[src/rtl/userkey_debounce_pkg.sv]
// Shared constants for the user-key debounce device: key count, bus widths, register offsets.
package userkey_debounce_pkg;

    localparam int unsigned NUM_KEYS = 8;
    localparam int unsigned ADDR_W   = 3;
    localparam int unsigned DATA_W   = 32;

    // Word offsets within the device window
    typedef enum logic [ADDR_W-1:0] {
        UKD_STATE = 3'd0,
        UKD_PEND  = 3'd1,
        UKD_MASK  = 3'd2,
        UKD_RAW   = 3'd3
    } ukd_reg_e;

    // Zero-extend a per-key vector onto the read bus
    function automatic logic [DATA_W-1:0] key_word(input logic [NUM_KEYS-1:0] v);
        return DATA_W'(v);
    endfunction

endpackage

[src/rtl/key_debounce_cell.sv]
// One key: 2-flop synchroniser, stability counter, accepted state and a one-cycle press pulse.
module key_debounce_cell #(
    parameter int unsigned DEBOUNCE_CYCLES = 250000,
    parameter int unsigned CNT_W           = 18
) (
    input  logic clk,
    input  logic reset,
    input  logic key_n,
    output logic sync,
    output logic stable,
    output logic press
);

    localparam logic [CNT_W-1:0] CNT_LAST = CNT_W'(DEBOUNCE_CYCLES - 1);

    logic             meta_q;
    logic             sync_q;
    logic [CNT_W-1:0] cnt_q;

    // Synchroniser; resets to the released (high) pin level
    always_ff @(posedge clk or posedge reset) begin
        if (reset) begin
            meta_q <= 1'b1;
            sync_q <= 1'b1;
        end else begin
            meta_q <= key_n;
            sync_q <= meta_q;
        end
    end

    // Active-high pressed level
    assign sync = ~sync_q;

    // Accept a new level only after DEBOUNCE_CYCLES consecutive differing samples
    always_ff @(posedge clk or posedge reset) begin
        if (reset) begin
            cnt_q  <= '0;
            stable <= 1'b0;
            press  <= 1'b0;
        end else begin
            press <= 1'b0;
            if (sync == stable) begin
                cnt_q <= '0;
            end else if (cnt_q == CNT_LAST) begin
                cnt_q  <= '0;
                stable <= sync;
                press  <= sync;
            end else begin
                cnt_q <= cnt_q + CNT_W'(1);
            end
        end
    end

endmodule

[src/rtl/userkey_debounce.sv]
// Bridge-attached debounced user keys with latched press events and a maskable interrupt.
module userkey_debounce
    import userkey_debounce_pkg::*;
#(
    parameter int unsigned DEBOUNCE_CYCLES = 250000,
    parameter int unsigned CNT_W           = 18
) (
    input  logic                clk,
    input  logic                reset,
    input  logic [NUM_KEYS-1:0] user_key,
    input  logic [ADDR_W-1:0]   Addr,
    input  logic                WE,
    input  logic [DATA_W-1:0]   DIn,
    output logic [DATA_W-1:0]   RD,
    output logic                IRQ
);

    logic [NUM_KEYS-1:0] key_sync;
    logic [NUM_KEYS-1:0] key_stable;
    logic [NUM_KEYS-1:0] key_press;
    logic [NUM_KEYS-1:0] pending_q;
    logic [NUM_KEYS-1:0] mask_q;
    logic [NUM_KEYS-1:0] pend_clr;
    logic                mask_we;
    logic                unused_din;

    // Only the low byte of the store data is meaningful
    assign unused_din = ^DIn[DATA_W-1:NUM_KEYS];

    for (genvar i = 0; i < NUM_KEYS; i++) begin : g_key
        key_debounce_cell #(
            .DEBOUNCE_CYCLES(DEBOUNCE_CYCLES),
            .CNT_W          (CNT_W)
        ) u_cell (
            .clk   (clk),
            .reset (reset),
            .key_n (user_key[i]),
            .sync  (key_sync[i]),
            .stable(key_stable[i]),
            .press (key_press[i])
        );
    end

    // Decode bridge stores into clear/mask strobes
    always_comb begin
        pend_clr = '0;
        mask_we  = 1'b0;
        if (WE) begin
            if (Addr == UKD_PEND) pend_clr = DIn[NUM_KEYS-1:0];
            if (Addr == UKD_MASK) mask_we  = 1'b1;
        end
    end

    // Pending press latch (set beats write-one-clear), mask register, interrupt flop
    always_ff @(posedge clk or posedge reset) begin
        if (reset) begin
            pending_q <= '0;
            mask_q    <= '0;
            IRQ       <= 1'b0;
        end else begin
            pending_q <= (pending_q & ~pend_clr) | key_press;
            if (mask_we) mask_q <= DIn[NUM_KEYS-1:0];
            IRQ <= |(pending_q & mask_q);
        end
    end

    // Combinational read mux; unmapped offsets read zero
    always_comb begin
        RD = '0;
        case (Addr)
            UKD_STATE: RD = key_word(key_stable);
            UKD_PEND:  RD = key_word(pending_q);
            UKD_MASK:  RD = key_word(mask_q);
            UKD_RAW:   RD = key_word(key_sync);
            default:   RD = '0;
        endcase
    end

endmodule

[config.mk]
export PLATFORM = sky130hd
export DESIGN_NAME = userkey_debounce
export DESIGN_NICKNAME = d
export VERILOG_FILES = /design/src/rtl/userkey_debounce_pkg.sv /design/src/rtl/key_debounce_cell.sv /design/src/rtl/userkey_debounce.sv
export SDC_FILE = /design/constraint.sdc
export NUM_CORES = 1
export LEC_CHECK = 0
export ABC_AREA = 1
export CORE_MARGIN = 2
export CORE_UTILIZATION = 41
export CTS_CLUSTER_SIZE = 10
export DETAILED_ROUTE_END_ITERATION = 8
export GPL_ROUTABILITY_DRIVEN = 1
export REMOVE_ABC_BUFFERS = 1
export SYNTH_ARGS = -nofsm -noshare
export SYNTH_HDL_FRONTEND = slang
export SYNTH_HIERARCHICAL = 1
export SYNTH_SLANG_ARGS = --single-unit
[constraint.sdc]
create_clock -name clk -period 1.8 [get_ports clk]
set_input_delay 0.18 -clock clk [delete_from_list [all_inputs] [get_ports clk]]
set_output_delay 0.18 -clock clk [all_outputs]
set_load 0.02 [all_outputs]
==> results.yml <==
run_status:
  status: "complete, no violations"
sta:
  tightest_slew_ps: 532.9
  post-route-period-util_pct: 95.69
  fin_ws_ps: 77.54
  slew_violations: 0
  setup-tns-final_ps: 0
  rsz0062_at_grt: "no"
  min_period_ps: 1722
  setup_viol: 0
  relSlewSlack_pct: 64.36
  finalHoldViolations: 0
  fin_hold_ws_ps: 154.9
  max_freq_mhz: 580.6
  fin_worst_skew_ps: 8.786
grt:
  grt_max_degree: 23
  grt_use_total_pct: 16.88
  grt_pass1_wl_microns: 36670
  grt_pass1_vias: 7852
  overflow: 0
  grt_antenna_before_repair: 0
power_and_ir_drop:
  power_density_nw_per_um2: 750.6
  leakagePower_nw: 5.366
  ir_drop_v: 0.0006334
cts:
  clkLatencyLatePin_ps: 430
  h-tree-depth: 4
  cts_buffer_depth: 2
  cts_sinks: 193
  numCtsBuffers: 17
  cts_root_buf: "clkbuf_16"
  clkTransAtPathRegs_ps: 70
  cts_tree: "done"
  cts_setup_buffers: 0
floorplan:
  dieArea_sq_um: 27150
  die_x_microns: 164.8
  initial_utilization_pct: 41.97
  io_pins: 79
  die_h_microns: 164.8
  core_area_sq_um: 25250
  rows: 58
synth:
  postSynthCellCount: 1317
  yosysTopAreaCellShare_pct: 41.79
  synth_seq_area_share_pct: 45.76
  synth_cell_type_count: 28
  synthesis.area_sq_um: 10600
  synth_area_leaders: "dfrtp_1 (42%), nor2_1 (9.7%), nand2_1 (8.8%)"
  avgSynthCellArea_sq_um: 8.048
  yosysWarningCount: 6
  synth_area_leader_cell: "dfrtp_1"
  synth-seq-cells: 193
setup_path:
  slowest_stage: "dfstp_2"
  cp-start-kind: "register"
  path_buf_inv: 3
  cp_slowest_stage_delay_ps: 550
  crit_chain: "inv_1, inv_1, nor2_1, nor2_1, nand2_1, buf_4"
  arrival_ps: 1540
  crit_fanout: 2
  cp-startpoint: "g_key[7].u_cell/sync_q"
  r2r_start: "g_key[3].u_cell/cnt_q[0]"
  cp-end-kind: "output port"
  critPathKind: "reg2out"
  cpLargestDelayFamily: "flip-flops"
  cp.required_ps: 1620
hold_path:
  hp-class: "in2reg"
  worstHoldStart: "user_key[7]"
route:
  drtAntennaViolNets: 0
  drt_wl_total_microns: 21250
  vias_per_cell: 4.671
  via_count: 8066
  drc: 0
  drt-initial-drc-count: 557
  drt-pass1-iter-count: 5
  routedWlPerCell_microns: 12.30
place:
  dp_cells: 1695
  gp_congestion: 0.8724
  place_hpwl_microns: 15900
  post-place-ws_ps: -376.8
  io_buffers: 30
cells_and_area:
  final_cell_count_no_fill: 1727
  final_core_util_pct: 47.23
  area_delta_synth_final_pct: 12.52
  diodes: 0
  drive_above_1_share_pct: 16.46
  nets: 1438
run:
  drv_cap: 0
synthesized netlist by cell type:
master,n
a21oi_1,24
a21oi_2,1
buf_2,1
buf_4,25
buf_6,1
clkinv_1,1
conb_1,1
dfrtp_1,177
dfstp_2,16
ha_1,8
inv_1,132
inv_2,24
nand2_1,248
nand2_2,39
nand2_4,8
nand3_1,111
nand3_2,10
nand3b_1,8
nand4_1,17
nor2_1,273
nor2_2,31
nor2_4,34
nor3_1,16
o21ai_0,16
o21bai_1,8
xnor2_1,32
xor2_1,48
xor2_2,7
layout by cell type, fill, tap and decap left out:
cell type        count
buf_12               1
clkinvlp_4           2
clkinv_2             3
dfrtp_1            177
clkbuf_8             5
inv_2               24
nor2_2              31
nand3_4              1
clkinv_1             1
clkbuf_1             2
nand2_2             39
nand2_1            248
nor2_1             273
buf_4               24
conb_1              24
xor2_1              48
a21oi_1             24
ha_1                 8
clkbuf_16           17
xnor2_1             32
nand3_1            111
nand3_2              9
nor3_1              16
clkdlybuf4s50_1     22
nand2_4              8
nand4_1             17
o21ai_0             16
nor2_4              34
nand3b_1             8
o21bai_1             8
xor2_2               7
dfstp_2             16
bufinv_16            1
buf_2                5
inv_1              132
clkinv_4             2
a21oi_2              1
per-layer routing:
metal  wire length (microns)  up-vias  track usage, %
met3                     814       13           3.616
met2                    9926      126           27.96
met4                     206        0           3.478
li1                        -     4166               -
met5                       0        -               0
met1                   10300     3761           22.88
logic make-up after synthesis:
logic type | synth area share, %
XOR/XNOR | 7.685
AND/OR/NAND/NOR | 35.56
adder cells (fa/ha/maj) | 0.9444
buffers and inverters | 7.484
AO/OA/AOI/OAI | 2.538
other | 0.03538
flip-flops | 45.76
worst paths after layout:
kind                                            endpoint  slack (ps)  cells past startpoint
worst max-delay path                               RD[7]          80                      6
worst min-delay path              g_key[7].u_cell/meta_q         150                      1
worst max register to register  g_key[3].u_cell/cnt_q[9]         370                      6
worst min register to register    g_key[2].u_cell/sync_q         360                      0
max in group asynchronous         g_key[6].u_cell/meta_q        1020                      3
min in group asynchronous                            IRQ         470                      3
layout make-up:
type,instances,area [sq um]
fill,2449,13330
multi-input combinational,963,5050
sequential,193,4850
inverter,157,589.3
clock buffer,24,501.7
timing repair buffer,52,445.4
tap,330,412.9
clock inverter,8,77.57
per-stage QoR:
step           power (mW)  instance area [sq um]
3_5_place_dp        5.348                  11370
3_3_place_gp        5.340                  11370
6_report            8.952                  11930
2_1_floorplan       5.049                  10480
4_1_cts             9.125                  11940
5_1_grt             9.397                  11930
report_power, final:
group / switching (mW) / total [mW] / internal, mW
clock: 1.62 / 3.71 / 2.09
combinational: 0.420 / 0.646 / 0.225
sequential: 0.107 / 4.60 / 4.49
registers in the layout, indices dropped and copies added (netlist names):
| signal | flops |
|---|---|
| g_key.u_cell/cnt_q | 144 |
| mask_q | 8 |
| pending_q | 8 |
| g_key.u_cell/press | 8 |
| g_key.u_cell/stable | 8 |
| g_key.u_cell/sync_q | 8 |
| g_key.u_cell/meta_q | 8 |
| IRQ | 1 |
repair_timing:
action                                 CTS  global route
hold buffers                             0             0
setup endpoints to repair                8             6
endpoints found under the hold margin    0             0
resized for setup                       28             8
Power figures use the tool's default switching activity.
